--- config.mk ---
export PLATFORM = sky130hd
export DESIGN_NAME = controller_num_entry
export DESIGN_NICKNAME = d
export VERILOG_FILES = /design/src/rtl/controller_num_entry.sv
export SDC_FILE = /design/constraint.sdc
export NUM_CORES = 1
export LEC_CHECK = 0
export CORE_MARGIN = 2
export CORE_UTILIZATION = 40
export CTS_BUF_LIST = sky130_fd_sc_hd__clkbuf_2
export DETAILED_ROUTE_END_ITERATION = 16
export PLACE_DENSITY = 0.66
export SLEW_MARGIN = 20
export SYNTH_ARGS = -nofsm -noshare
export SYNTH_HDL_FRONTEND = slang
export SYNTH_SLANG_ARGS = --single-unit
--- constraint.sdc ---
create_clock -name Clock -period 3.7 [get_ports Clock]
set_input_delay 0.74 -clock Clock [delete_from_list [all_inputs] [get_ports Clock]]
set_output_delay 0.74 -clock Clock [all_outputs]
set_load 0.005 [all_outputs]
--- src/rtl/controller_num_entry.sv ---
// Keypad number-entry unit: BCD entry buffer plus a digit-serial BCD-to-binary converter.
// Optional macro NUM_ENTRY_NEG_EN enables the sign toggle and negative operand output.
module controller_num_entry #(
    parameter int DIGITS = 8,
    parameter int DATA_W = 32,
    parameter int CNT_W  = $clog2(DIGITS + 1)
) (
    input  logic                  Clock,
    input  logic                  Reset,
    input  logic                  in_valid,
    output logic                  in_ready,
    input  logic [2:0]            in_op,
    input  logic [3:0]            in_digit,
    output logic                  busy,
    output logic [4*DIGITS-1:0]   bcd_Q,
    output logic [CNT_W-1:0]      count_Q,
    output logic                  neg_Q,
    output logic                  num_valid,
    output logic [DATA_W-1:0]     num_data,
    output logic                  num_ovf
);

    localparam int IDX_W = (DIGITS > 1) ? $clog2(DIGITS) : 1;

    localparam logic [2:0] OP_DIGIT  = 3'd0;
    localparam logic [2:0] OP_BKSP   = 3'd1;
    localparam logic [2:0] OP_CLEAR  = 3'd2;
`ifdef NUM_ENTRY_NEG_EN
    localparam logic [2:0] OP_NEG    = 3'd3;
    localparam logic [DATA_W:0] NEG_LIM = {2'b01, {(DATA_W-1){1'b0}}};
`endif
    localparam logic [2:0] OP_COMMIT = 3'd4;

    localparam logic [CNT_W-1:0]  FULL    = CNT_W'(DIGITS);
    localparam logic [IDX_W-1:0]  IDX_MAX = IDX_W'(DIGITS - 1);
    localparam logic [DATA_W+4:0] TEN     = (DATA_W+5)'(10);
    localparam logic [DATA_W:0]   POS_LIM = {2'b00, {(DATA_W-1){1'b1}}};

    typedef enum logic [1:0] {ENTRY, CONVERT, DONE} state_t;

    state_t              state;
    logic [DATA_W:0]     acc;
    logic                ovf;
    logic [IDX_W-1:0]    idx;

    logic                accept;
    logic [3:0]          nib;
    logic [DATA_W+4:0]   sum;
    logic [DATA_W:0]     acc_next;
    logic                ovf_next;
    logic [4*DIGITS-1:0] shifted;
    logic [DATA_W-1:0]   fin_data;
    logic                fin_ovf;

    assign in_ready = (state == ENTRY);
    assign busy     = (state != ENTRY);
    assign accept   = in_valid & in_ready;

    // The result is formed on the last CONVERT edge so num_valid is high exactly during DONE.
    always_comb begin
        nib      = bcd_Q[4*int'(idx) +: 4];
        sum      = ({4'b0000, acc} * TEN) + {{(DATA_W+1){1'b0}}, nib};
        acc_next = sum[DATA_W:0];
        ovf_next = ovf | (|sum[DATA_W+4:DATA_W+1]);
        shifted       = bcd_Q << 4;
        shifted[3:0]  = in_digit;
`ifdef NUM_ENTRY_NEG_EN
        fin_data = neg_Q ? -acc_next[DATA_W-1:0] : acc_next[DATA_W-1:0];
        fin_ovf  = ovf_next | (neg_Q ? (acc_next > NEG_LIM) : (acc_next > POS_LIM));
`else
        fin_data = acc_next[DATA_W-1:0];
        fin_ovf  = ovf_next | (acc_next > POS_LIM);
`endif
    end

`ifndef NUM_ENTRY_NEG_EN
    assign neg_Q = 1'b0;
`endif

    always_ff @(posedge Clock) begin
        if (!Reset) begin
            state     <= ENTRY;
            bcd_Q     <= '0;
            count_Q   <= '0;
`ifdef NUM_ENTRY_NEG_EN
            neg_Q     <= 1'b0;
`endif
            num_valid <= 1'b0;
            num_data  <= '0;
            num_ovf   <= 1'b0;
            acc       <= '0;
            ovf       <= 1'b0;
            idx       <= '0;
        end else begin
            case (state)
                ENTRY: begin
                    if (accept) begin
                        case (in_op)
                            OP_DIGIT: begin
                                if (in_digit <= 4'd9 && count_Q != FULL &&
                                    !(count_Q == '0 && in_digit == 4'd0)) begin
                                    bcd_Q   <= shifted;
                                    count_Q <= count_Q + 1'b1;
                                end
                            end
                            OP_BKSP: begin
                                if (count_Q != '0) begin
                                    bcd_Q   <= bcd_Q >> 4;
                                    count_Q <= count_Q - 1'b1;
                                end
                            end
                            OP_CLEAR: begin
                                bcd_Q   <= '0;
                                count_Q <= '0;
`ifdef NUM_ENTRY_NEG_EN
                                neg_Q   <= 1'b0;
`endif
                            end
`ifdef NUM_ENTRY_NEG_EN
                            OP_NEG: neg_Q <= ~neg_Q;
`endif
                            OP_COMMIT: begin
                                state <= CONVERT;
                                acc   <= '0;
                                idx   <= IDX_MAX;
                                ovf   <= 1'b0;
                            end
                            default: ;
                        endcase
                    end
                end
                CONVERT: begin
                    acc <= acc_next;
                    ovf <= ovf_next;
                    if (idx == '0) begin
                        state     <= DONE;
                        num_valid <= 1'b1;
                        num_data  <= fin_data;
                        num_ovf   <= fin_ovf;
                    end else begin
                        idx <= idx - 1'b1;
                    end
                end
                DONE: begin
                    num_valid <= 1'b0;
                    bcd_Q     <= '0;
                    count_Q   <= '0;
`ifdef NUM_ENTRY_NEG_EN
                    neg_Q     <= 1'b0;
`endif
                    state     <= ENTRY;
                end
                default: state <= ENTRY;
            endcase
        end
    end

endmodule

**Word level (Yosys, flattened, before mapping)**

Index checks and enable logic that the tools add are counted.

- Output and inout bits: 73
- Logic and storage cells: 80
- Memories kept: 0
- ROM bits: 0
- Bits in latches: 0
- Bits in writable memories: 0
- Register bits after elaboration: 109

- Order comparisons: 2
- Bitwise gates (word level): 3
- Multiply operators: 1
- Multiplexer cells: 26
- Equality and inequality tests: 13
- Divide/modulo/power cells: 0
- Add/sub/neg operators: 4
- Reductions and logical operators: 21
- Shift operators: 1

Operators by type and width:

| cell | count |
|---|---|
| 32-bit two-way mux | 3 |
| 32-bit case mux with 3 select lines | 1 |
| 33-bit two-way mux | 2 |
| 33-bit case mux with 2 select lines | 1 |
| 32-bit case mux with 2 select lines | 1 |
| 37-bit by 4-bit adder with 37-bit output | 1 |
| 33-bit by 3-bit multiplier with 36-bit output (second input constant) | 1 |
| 33-bit by 31-bit > comparator with 1-bit output (second input constant) | 1 |
| 32-bit by 6-bit indexed part select with 4-bit output | 1 |
| 4-bit two-way mux | 3 |
| 4-bit case mux with 3 select lines | 1 |
| 3-bit two-way mux | 3 |
| 4-bit logical NOT | 2 |
| 4-bit case mux with 2 select lines | 1 |
| 2-bit nonzero test | 4 |
| 3-bit logical NOT | 2 |
| 2-bit two-way mux | 3 |
| 3-bit != test (second input constant) | 2 |
| 3-bit case mux with 2 select lines | 1 |
| 3-bit AND reduction | 2 |
| 5-bit AND reduction | 1 |
| 4-bit by 1-bit adder with 4-bit output (second input constant) | 1 |
| 4-bit <= comparator (second input constant) | 1 |
| 2-bit by 1-bit != test with 1-bit output (second input constant) | 2 |
| 22 further kinds | 30 |

**Depth between registers and ports, before layout**

Gate-level depths: netlist (run 1).

- Depth after elaboration: 8
- Gate-level depth with buffers: 15
- Mapped depth without buffers: 14

**Worst setup path after synthesis (run 1)**

Ideal clock, no wire load.

- Kind: register to register
- Start: register idx[0]
- End: register num_ovf
- Path buffers: 1
- Cell stages (with the launch flop): 16
- Setup time: 137 ps
- Arrival time: 3971 ps
- Slack: -408 ps
- Cell sequence: dfxtp_1 > buf_1 > mux4_2 > nand2_1 > nand2_1 > ha_1 > a21o_1 > a21oi_1 > nor2_1 > nand4_1 > or2_2 > nor4_1 > nand4_1 > o31a_1 > nor4_1 > a31oi_1

- Cells in the longest elaborated chain, start to end: 5

Ends and longest elaborated chain:

| element | line | RTL |
|---|---|---|
| start: declaration | 44 | `logic [IDX_W-1:0] idx;` |
| start signal: assignment | 141 | `idx <= idx - 1'b1;` |
| parallel branches: the longest is 5 deep, another holds 37-bit by 4-bit adder with 37-bit output | -- |  |
| end signal: assignment | 139 | `num_ovf <= fin_ovf;` |
| end: declaration | 20 | `output logic num_ovf` |

Several ways; the timed one is not identified.
A chain may end at the register's enable or synchronous reset.

**Worst setup path in the final report (run 1)**

- Start: register acc[3]
- End: register num_data[31]

- Cells in the longest elaborated chain, start to end: 2

Ends and longest elaborated chain:

| element | line | RTL |
|---|---|---|
| start: declaration | 42 | `logic [DATA_W:0] acc;` |
| start signal: assignment | 133 | `acc <= acc_next;` |
| 33-bit by 3-bit multiplier with 36-bit output | 62 | `sum = ({4'b0000, acc} * TEN) + {{(DATA_W+1){1'b0}}, nib};` |
| 37-bit by 4-bit adder with 37-bit output | 62 |  |
| end signal: assignment | 138 | `num_data <= fin_data;` |
| end: declaration | 19 | `output logic [DATA_W-1:0] num_data,` |

No other way between the ends.

==> summary.txt, run 1 <==
Synth
  – Largest area contributor in the netlist: dfxtp_1
  – Synth top area share: 29.3%
  – Ys async rst share: 0%
  – Synth warnings: 0
  – Seq cells post-synth: 109
  – Cell Area, Synth: 7440 µm²
  – Post-synth cell types: 81
  – Area contributors post-synth: dfxtp_1, ha_1, nor2_1
  – Synth Instances: 904
  – Synth Flop Type: dfxtp_1
  – Syn_area_per_cell: 8.23 µm²
  – Sequential area share after synthesis: 29.3%
  – Post-synth EDFFs: 0
  – Mapped Nets: 986

Pwr
  – Int Pwr: 1.49 mW
  – Sequential Power Share: 57.3%
  – Clk pwr share: 31.9%
  – Switching portion of total power: 29.8%
  – Worst vdd ir: 0.159 mV
  – Pwr/cell area: 197 nW/µm²
  – Power, Total: 2.12 mW
  – Switching power: 0.631 mW
  – LEAKAGE: 4.26 nW
  – Combinational Power Share: 10.8%

Global routing
  – Initial antenna violation count: 1
  – First-pass GRT wire length: 37,500 µm
  – Vias in the first global route: 7,381
  – Total gr overflow: 0
  – Tot GR Track Use: 23.3%
  – Largest net degree at the start of global routing: 35

Timing
  – Pins Over Slew Limit: 0
  – RSZ-0062 raised after global routing: true
  – Fin worst setup slack: -0.211 ns
  – Layout Skew: 0.0445 ns
  – Post-route minimum period: 3.91 ns
  – Headroom to the max-slew limit: 45.8%
  – Worst-Margin Slew: 0.813 ns
  – Max Clk Rate: 256 MHz
  – Final Hold Viols: 0
  – Final setup viols: 6
  – Period utilisation layout: 106%
  – WHS: 0.474 ns

Route
  – Post-route ant nets: 0
  – Vias per inst: 5.62
  – Number of remaining DRC errors: 0
  – Routed WL: 24,000 µm
  – Pre-antenna DRT Iters: 5
  – Initial drt markers: 576
  – Routed vias: 7,721
  – Post-DR wirelength/cell: 17.5 µm

Final layout
  – Syn-to-layout area delta: 44.3%
  – Layout cells sized above 1: 30.7%
  – Area of the multi-input gates: 5760 µm²
  – Fill cells: 1,515
  – Register area: 2210 µm²
  – Nets: 1,221

CTS
  – Root Buffer: clkbuf_2
  – Clock transition at path regs: 0.34 ns
  – Total CTS buffers: 9
  – Htree depth: 3
  – Worst-skew pair later-pin latency: 0.71 ns
  – CTS sink count: 109
  – Hold-fix buffers, CTS: 0
  – CTS tree: built
  – Max Buffers Root-to-Sink: 2

Setup path
  – CP startpoint kind: register
  – CP Class: register to register
  – Data arrival, critical path: 4.56 ns
  – Critical path fanouts, max: 4
  – WP data required: 4.35 ns
  – CP endpoint kind: register

Flow run
  – Max-Cap Viols: 0

Die
  – Die outline height: 140 µm
  – Initial Util: 41.1%
  – Total core area: 18,100 µm²
  – Die width: 140 µm
  – Num ports: 83
  – Row Count: 49
  – Die area: 19,700 µm²

Run status
  – Status: finished with violations
  – Failing checks: negative setup slack

Place
  – Dpl hpwl: 17,100 µm
  – Port Buffer Count: 81
  – Pre-CTS worst setup slack: -0.223 ns
  – Placer Congestion: 0.912

Min path
  – Hold Crit Class: register to register
[flip-flops by register name (all words and copies together), names as in the netlist]
register / count
acc: 33
bcd_Q: 32
count_Q: 4
idx: 3
num_data: 32
num_ovf: 1
num_valid: 1
ovf: 1
state: 2
[synthesized netlist by cell type, drive strengths merged (3+ instances only)]
| master | number |
|---|---|
| nor4 | 10 |
| and2 | 22 |
| xor2 | 21 |
| a2111oi | 4 |
| nand3 | 17 |
| nand2 | 92 |
| nand4 | 11 |
| and4 | 3 |
| xnor2 | 25 |
| a211oi | 43 |
| o22ai | 4 |
| nor2b | 4 |
| a22o | 12 |
| inv | 14 |
| a31oi | 4 |
| or2 | 4 |
| clkbuf | 42 |
| fa | 3 |
| ha | 69 |
| a21o | 14 |
| a32oi | 5 |
| a22oi | 38 |
| or3 | 5 |
| dfxtp | 109 |
| a21oi | 58 |
| nand2b | 6 |
| mux4 | 8 |
| and3 | 6 |
| o21bai | 3 |
| buf | 7 |
| mux2i | 5 |
| o21ai | 53 |
| nor3 | 17 |
| o21a | 5 |
| nor2 | 122 |
[final cells by class]
class	instances	share of cell area [%]
Tap cell	229	2.67
Antenna cell	1	0.0233
Clock inverter	7	0.944
Timing Repair Buffer	273	21.2
Clock buffer	9	0.420
Sequential cell	109	20.6
Multi-Input combinational cell	732	53.7
Inverter	14	0.489
[cell families after synthesis]
group / count (synthesis) / synth area share [%]
flip-flops: 109 / 29.3
multiplexers: 14 / 3.25
XOR/XNOR: 46 / 5.42
AO/OA/AOI/OAI: 266 / 24.4
adder cells (fa/ha/maj): 72 / 12.4
other: 1 / 0.0504
buffers and inverters: 63 / 3.36
AND/OR/NAND/NOR: 333 / 21.7
[power groups by stage]
| stage | logic (mW) | clock network [mW] | registers (mW) |
|---|---|---|---|
| 6_report | 0.228 | 0.676 | 1.21 |
| 5_1_grt | 0.248 | 0.724 | 1.22 |
| 4_1_cts | 0.221 | 0.684 | 1.21 |
| 3_5_place_dp | 0.220 | 0 | 1.23 |
| 3_3_place_gp | 0.218 | 0 | 1.23 |
| 2_1_floorplan | 0.106 | 0 | 1.24 |
[final timing paths]
kind | startpoint | to | slack, ns | cells after the start
max | acc[3] | num_data[31] | -0.21 | 15
min | num_data[1] | num_data[1] | 0.47 | 2
max reg2reg | acc[3] | num_data[31] | -0.21 | 15
min reg2reg | num_data[1] | num_data[1] | 0.47 | 2
[stage by stage]
step	cells	instance area (µm²)	utilization [%]	TNS, ns
after floorplan	904	7460	-	-0.0471
after CTS	1358	10200	56.1	-0.349
after global routing	1374	10700	59.4	-2.24
after detailed placement	1332	9620	53.2	-1.75
after global placement	1332	9620	53.2	-1.14
final	1374	10700	59.4	-0.749
[what timing repair did]
| item | CTS | global route |
|---|---|---|
| buffers inserted | 10 | 18 |
| pin swaps | 17 | 51 |
| setup endpoints to repair | 29 | 35 |
| resized for setup | 61 | 94 |
[metal layers]
metal / vias to the layer above / GRT usage (%) / part of all wire (%)
li1: 3798 / - / -
met5: - / 0 / 0
met4: 0 / 7.50 / 2.8
met3: 47 / 3.52 / 4.1
met1: 3677 / 31.0 / 45
met2: 199 / 39.1 / 48
[critical path, stage by stage (launching register included)]
cell	delay [ns]
dfxtp_4	0.43
ha_4	0.27
ha_4	0.14
fa_2	0.24
nand3_4	0.10
a21o_1	0.22
a2111o_1	0.44
a211oi_4	0.27
mux2i_1	0.26
nand4_1	0.15
or4b_4	0.60
buf_4	0.16
o21ba_4	0.21
buf_4	0.14
nor3_2	0.18
nor3_1	0.07
[cell usage in the layout, fill, tap and decap left out, types with 5 or more instances in the layout]
cell type        instances
buf_6                    6
a211oi_1                35
dfxtp_2                 15
ha_4                    17
o21ai_1                 12
nor4_1                   5
xor2_1                  17
nor3_1                  14
nand2_2                  5
nand2b_1                 5
dfxtp_1                 91
a211oi_2                 7
a22oi_1                 37
and2_1                  20
a22o_1                  12
or3_1                    5
nand4_1                 10
inv_1                   13
nor2_1                 118
buf_4                  186
a21o_1                  14
ha_1                    49
clkdlybuf4s50_1         81
o21ai_0                 37
nand3_1                 12
o21a_1                   5
nand2_1                 86
a32oi_1                  5
xnor2_1                 18
a21oi_2                  9
mux2i_1                  5
xnor2_2                  6
clkbuf_2                 9
mux4_2                   8
a21oi_1                 46
Note: power is estimated with default switching activity, not from simulation.
==> inputs of run 2 (changes only) <==
CELL_PAD_IN_SITES_DETAIL_PLACEMENT = 0   (was unset)
CELL_PAD_IN_SITES_GLOBAL_PLACEMENT = 1   (was unset)
PLACE_DENSITY = 0.83   (was 0.66)
==> summary.txt, run 2 (synthesized netlist as in run 1, its figures left out) <==
Min path
  – Min-Delay Path Depth: 2 (unchanged)
  – Hold Crit Class: register to register
  – Hold path startpoint: num_data[24]
  – Hold Path End: num_data[24]

Die
  – Row Count: 49 (unchanged)
  – Die area: 19,700 µm² (unchanged)
  – Initial Util: 41.1% (unchanged)
  – Die outline height: 140 µm (unchanged)
  – Die width: 140 µm (unchanged)
  – Total core area: 18,100 µm² (unchanged)
  – Num ports: 83 (unchanged)

Timing
  – Pins Over Slew Limit: 0 (unchanged)
  – Max Clk Rate: 257 MHz (+0.56%)
  – Setup tns final: -0.789 ns (-0.0402 ns)
  – RSZ-0062 raised after global routing: true
  – Headroom to the max-slew limit: 31.1% (-15 points)
  – Period utilisation layout: 105% (-0.59 points)
  – Fin worst setup slack: -0.189 ns (+0.0219 ns)
  – Final setup viols: 13 (+7)
  – Layout Skew: 0.0563 ns (+0.0119 ns)
  – Final Hold Viols: 0 (unchanged)
  – Worst-Margin Slew: 1.03 ns (+0.220 ns)
  – Post-route minimum period: 3.89 ns (-0.0219 ns)

Setup path
  – CP Class: register to register
  – Crit-path cells: buf_6 -> ha_4 -> ha_4 -> nand3_4 -> a21o_4 -> a2111oi_4 -> o21a_1 -> nor3_2 -> nor4b_4 -> or4b_4 -> nor4b_4 -> mux2i_1 -> buf_4 -> o21ai_1
  – R2R setup slack: -0.19 ns (+0.02 ns)
  – WP buf/inv: 2 (unchanged)
  – CP startpoint: acc[6]
  – WP data required: 4.34 ns (about the same)
  – Critical path's largest stage delay: 0.55 ns (-0.05 ns)
  – CP endpoint kind: register
  – Critical-path top delay cell: or4b_4
  – Reg2reg path depth: 14 (-1)
  – Critical path fanouts, max: 4 (unchanged)
  – Worst r2r src: acc[6]
  – Data arrival, critical path: 4.53 ns (-0.03 ns)
  – Delay-heaviest family, CP: simple AND/OR/NAND/NOR gates
  – FF-to-FF End: ovf
  – CP startpoint kind: register

CTS
  – CTS tree: built
  – Clock transition at path regs: 0.33 ns (about the same)
  – Htree depth: 3 (unchanged)
  – Total CTS buffers: 9 (unchanged)
  – CTS sink count: 109 (unchanged)
  – Root Buffer: clkbuf_2
  – Max Buffers Root-to-Sink: 2 (unchanged)
  – Worst-skew pair later-pin latency: 0.72 ns (about the same)
  – Hold-fix buffers, CTS: 0 (unchanged)

Final layout
  – Syn-to-layout area delta: 43.2%
  – Layout cells sized above 1: 29.7% (-0.94 points)
  – Finished Layout Cells: 1,370 (-0.29%)
  – Most frequent cells in the layout: buf_4, nor2_1, dfxtp_1, nand2_1, clkdlybuf4s50_1
  – Largest regs: acc (33), bcd_Q (32), num_data (32)
  – Nets: 1,217 (-0.33%)
  – Largest register FFs: 33 (unchanged)
  – Top reg by flops: acc
  – Commonest non-fill, non-tap cell in the layout: buf_4

Route
  – Pre-antenna DRT Iters: 5 (unchanged)
  – Routed WL: 23,700 µm (-1.1%)
  – Initial drt markers: 523 (-9.2%)
  – Number of remaining DRC errors: 0 (unchanged)
  – Vias per inst: 5.61 (-0.18%)
  – Routed vias: 7,685 (-0.47%)
  – Post-DR wirelength/cell: 17.3 µm (-0.82%)
  – Post-route ant nets: 0 (unchanged)

Flow run
  – Max-Cap Viols: 0 (unchanged)

Global routing
  – Vias in the first global route: 7,350 (-0.42%)
  – Initial antenna violation count: 1 (unchanged)
  – Total gr overflow: 0 (unchanged)
  – Tot GR Track Use: 23.3% (about the same)
  – First-pass GRT wire length: 37,400 µm (-0.22%)
  – Largest net degree at the start of global routing: 56 (+60%)

Pwr
  – Pwr/cell area: 190 nW/µm² (-3.6%)
  – Worst vdd ir: 0.149 mV (-6.7%)
  – LEAKAGE: 4.22 nW (-1.0%)

Place
  – Pre-CTS worst setup slack: -0.313 ns (-0.0900 ns)
  – Dpl hpwl: 17,100 µm (about the same)
  – Inst Count DP: 1,320 (-0.90%)
  – Placer Congestion: 0.932 (+2.2%)
  – Port Buffer Count: 81 (unchanged)

Run status
  – Status: finished with violations
  – Failing checks: negative setup slack
## run 2: changes by cell type in the layout (fill, tap and decap cells not counted), sizes merged
cell and delta:
clkinvlp -1, buf -4, bufinv -1, inv +2
## run 2: final cells by class
class	instances	area, µm²
fill	1565	7440
multi-input combinational	732	5710
timing repair buffer	269	2260
sequential	109	2220
tap	229	287
clock inverter	7	73.8
inverter	14	52.6
clock buffer	9	45.0
antenna	1	2.50
## run 2: where the power goes
part	total [mW]	internal, mW	switching, mW	leakage (nW)
clock network	0.591	0.116	0.475	0.0741
registers	1.21	1.20	0.0145	0.890
logic	0.224	0.104	0.120	3.26
## run 2: worst max-delay path by stage
stage                   end  slack (ns)  cells after the start
floorplan           num_ovf       -0.05                     13
global placement    num_ovf       -0.23                     14
detailed placement  num_ovf       -0.31                     12
CTS                 num_ovf       -0.12                     13
global route        num_ovf       -0.32                     16
finish                  ovf       -0.19                     14
## run 2: layer usage
metal,vias to the layer above,GRT usage (%),part of all wire (%)
met5,-,0,0
met4,0,7.60,2.6
met3,46,3.66,4.2
met2,221,37.2,46
met1,3633,32.4,47
li1,3785,-,-
## run 2: what timing repair did
action | 4_1_cts | 5_1_grt
buffers inserted | 13 | 20
hold endpoints to repair | 0 | 0
pin swaps | 24 | 46
setup endpoints to repair | 20 | 31
resized for setup | 65 | 75
## run 2: through the flow
step / power [mW] / hold slack, ns / cell area (µm²) / util (%)
after CTS: 2.04 / 0.474 / 10100 / 55.9
after floorplan: 1.34 / 0.441 / 7460 / -
final: 2.02 / 0.472 / 10700 / 58.9
after global routing: 2.11 / 0.502 / 10700 / 58.9
after detailed placement: 1.45 / 0.448 / 9530 / 52.7
after global placement: 1.45 / 0.442 / 9530 / 52.7
## run 2: worst min-delay path, cell delays in order, from the launching register on
cell and delay, ns:
dfxtp_1 0.38, nand2_1 0.05, a21oi_1 0.05
==> inputs of run 3 (changes only) <==
CAP_MARGIN = 40   (was unset)
==> summary.txt, run 3 (synthesized netlist as in run 1, its figures left out) <==
CTS
  – Max Buffers Root-to-Sink: 2 (unchanged)
  – Root Buffer: clkbuf_2
  – Htree depth: 3 (unchanged)
  – CTS tree: built
  – Total CTS buffers: 9 (unchanged)
  – Clock transition at path regs: 0.34 ns (about the same)
  – CTS sink count: 109 (unchanged)
  – Worst-skew pair later-pin latency: 0.71 ns (about the same)

Run status
  – Failing checks: negative setup slack
  – Status: finished with violations

Setup path
  – Reg2reg path depth: 14 (unchanged)
  – CP Class: register to register
  – WP data required: 4.32 ns (-0.02 ns)
  – Delay-heaviest family, CP: compound AO/OA/AOI/OAI gates
  – CP endpoint kind: register
  – Critical path's largest stage delay: 0.84 ns (+0.29 ns)
  – Critical-path top delay cell: a2111oi_0
  – Critical path's most frequent cell: ha_4
  – Data arrival, critical path: 4.43 ns (-0.10 ns)
  – CP startpoint kind: register
  – Crit-path cells: ha_4 -> ha_4 -> fa_2 -> nand3_4 -> a21o_1 -> buf_4 -> a2111oi_0 -> nor4_4 -> nand3_1 -> or4b_4 -> and4b_2 -> or3b_1 -> mux2i_1 -> a31oi_1
  – R2R setup slack: -0.11 ns (+0.08 ns)
  – FF-to-FF End: num_ovf
  – WP buf/inv: 1 (-1)
  – Worst r2r src: acc[3]
  – Critical path fanouts, max: 4 (unchanged)

Final layout
  – Largest register FFs: 33 (unchanged)
  – Top reg by flops: acc
  – Commonest non-fill, non-tap cell in the layout: buf_4
  – Largest regs: acc (33), bcd_Q (32), num_data (32)
  – Syn-to-layout area delta: 41.9%
  – Fill cells: 1,592 (+1.7%)
  – Area of the multi-input gates: 5700 µm² (-0.18%)
  – Register area: 2220 µm² (about the same)
  – Layout cells sized above 1: 28.6% (-1.1 points)
  – Most frequent cells in the layout: buf_4, nor2_1, dfxtp_1, nand2_1, clkdlybuf4s50_1
  – Nets: 1,206 (-0.90%)

Route
  – Number of remaining DRC errors: 0 (unchanged)
  – Routed WL: 23,900 µm (+0.54%)
  – Vias per inst: 5.58 (-0.53%)
  – Post-route ant nets: 0 (unchanged)
  – Pre-antenna DRT Iters: 6 (+1)
  – Post-DR wirelength/cell: 17.6 µm (+1.3%)
  – Routed vias: 7,583 (-1.3%)
  – Initial drt markers: 441 (-16%)

Pwr
  – Sequential Power Share: 59.7% (about the same)
  – Worst vdd ir: 0.140 mV (-5.9%)
  – Pwr/cell area: 192 nW/µm² (+1.0%)
  – Combinational Power Share: 11.1% (about the same)
  – Switching power: 0.614 mW (+0.82%)
  – Switching portion of total power: 30.3% (+0.20 points)
  – Clk pwr share: 29.2% (about the same)
  – LEAKAGE: 4.22 nW (about the same)
  – Int Pwr: 1.41 mW (-0.14%)

Timing
  – Post-route minimum period: 3.81 ns (-0.0838 ns)
  – Headroom to the max-slew limit: 35.6% (+4.5 points)
  – Fin worst setup slack: -0.106 ns (+0.0838 ns)
  – Setup tns final: -0.287 ns (+0.503 ns)
  – Final setup viols: 5 (-8)
  – Worst-Margin Slew: 0.942 ns (-0.0914 ns)
  – Max Clk Rate: 263 MHz (+2.2%)
  – Period utilisation layout: 103% (-2.3 points)
  – Final Hold Viols: 0 (unchanged)
  – RSZ-0062 raised after global routing: true
  – Layout Skew: 0.0577 ns (+0.00136 ns)
  – Pins Over Slew Limit: 0 (unchanged)

Global routing
  – Tot GR Track Use: 23.4% (+0.034 points)
  – Vias in the first global route: 7,291 (-0.80%)
  – Total gr overflow: 0 (unchanged)
  – Largest net degree at the start of global routing: 52 (-7.1%)
  – Initial antenna violation count: 1 (unchanged)
  – First-pass GRT wire length: 37,600 µm (+0.55%)

Die
  – Initial Util: 41.1% (unchanged)
  – Die area: 19,700 µm² (unchanged)
  – Num ports: 83 (unchanged)
  – Die width: 140 µm (unchanged)
  – Total core area: 18,100 µm² (unchanged)
  – Die outline height: 140 µm (unchanged)
  – Row Count: 49 (unchanged)

Min path
  – Hold Path End: num_data[24]
  – Min-Delay Path Depth: 2 (unchanged)
  – Hold Crit Class: register to register
  – Hold path startpoint: num_data[24]

Place
  – Placer Congestion: 0.932 (unchanged)
  – Pre-CTS worst setup slack: -0.255 ns (+0.0572 ns)
  – Dpl hpwl: 17,200 µm (+0.71%)
  – Port Buffer Count: 81 (unchanged)

Flow run
  – Max-Cap Viols: 0 (unchanged)
==> run 3: changes by cell type in the layout (fill, tap and decap cells not counted), moves of 2 or more <==
cell     change
ha_2         +2
a21oi_2      +2
o21ai_0      -6
buf_6        -2
ha_4         -3
buf_4       -10
o21ai_1      +5
==> run 3: worst min-delay path, stage by stage, from the launching register on <==
cell	delay, ns
dfxtp_1	0.38
nand2_1	0.05
a21oi_1	0.05
==> run 3: power groups by stage <==
stage / Sequential, mW / Combinational [mW] / Clock, mW
floorplan: 1.24 / 0.106 / 0
global placement: 1.23 / 0.218 / 0
detailed placement: 1.23 / 0.221 / 0
CTS: 1.21 / 0.223 / 0.609
global route: 1.21 / 0.244 / 0.644
finish: 1.21 / 0.226 / 0.591
==> run 3: stage by stage <==
stage               hold WS, ns  utilization (%)  instances  power, mW  cell area (µm²)
finish                    0.473             58.4       1359       2.03            10600
global route              0.499             58.4       1359       2.10            10600
CTS                       0.474             55.9       1348       2.05            10100
detailed placement        0.448             52.9       1322       1.45             9560
global placement          0.442             52.7       1320       1.45             9530
floorplan                 0.441                -        904       1.34             7460
==> run 3: layer usage <==
metal,GRT usage (%),vias to the layer above,share of wire [%]
li1,-,3764,-
met1,32.4,3607,47
met2,38.1,179,48
met3,3.25,33,3.7
met4,6.49,0,1.7
met5,0,-,0
==> run 3: area by class of cell <==
class                           count  area share (%)
Clock buffer                        9           0.427
Clock inverter                      7           0.735
Tap cell                          229            2.71
Antenna cell                        1          0.0237
Multi-Input combinational cell    732            54.0
Inverter                           14           0.498
Timing Repair Buffer              258            20.7
Sequential cell                   109            21.0
==> run 3: worst max-delay path by stage <==
stage / from / to / cells after the start
2_1_floorplan: acc[6] / num_ovf / 13
5_1_grt: acc[3] / num_ovf / 14
6_report: acc[3] / num_ovf / 14
4_1_cts: acc[4] / num_ovf / 14
3_3_place_gp: acc[1] / num_ovf / 14
3_5_place_dp: acc[10] / num_ovf / 12
==> run 3: timing repair <==
action                                  in CTS  in global routing
pin swaps                                   29                 28
hold endpoints to repair                     0                  0
endpoints found under the setup margin      19                 32
resized for setup                           65                 77
setup buffers                               10                 13
hold buffers                                 0                  0
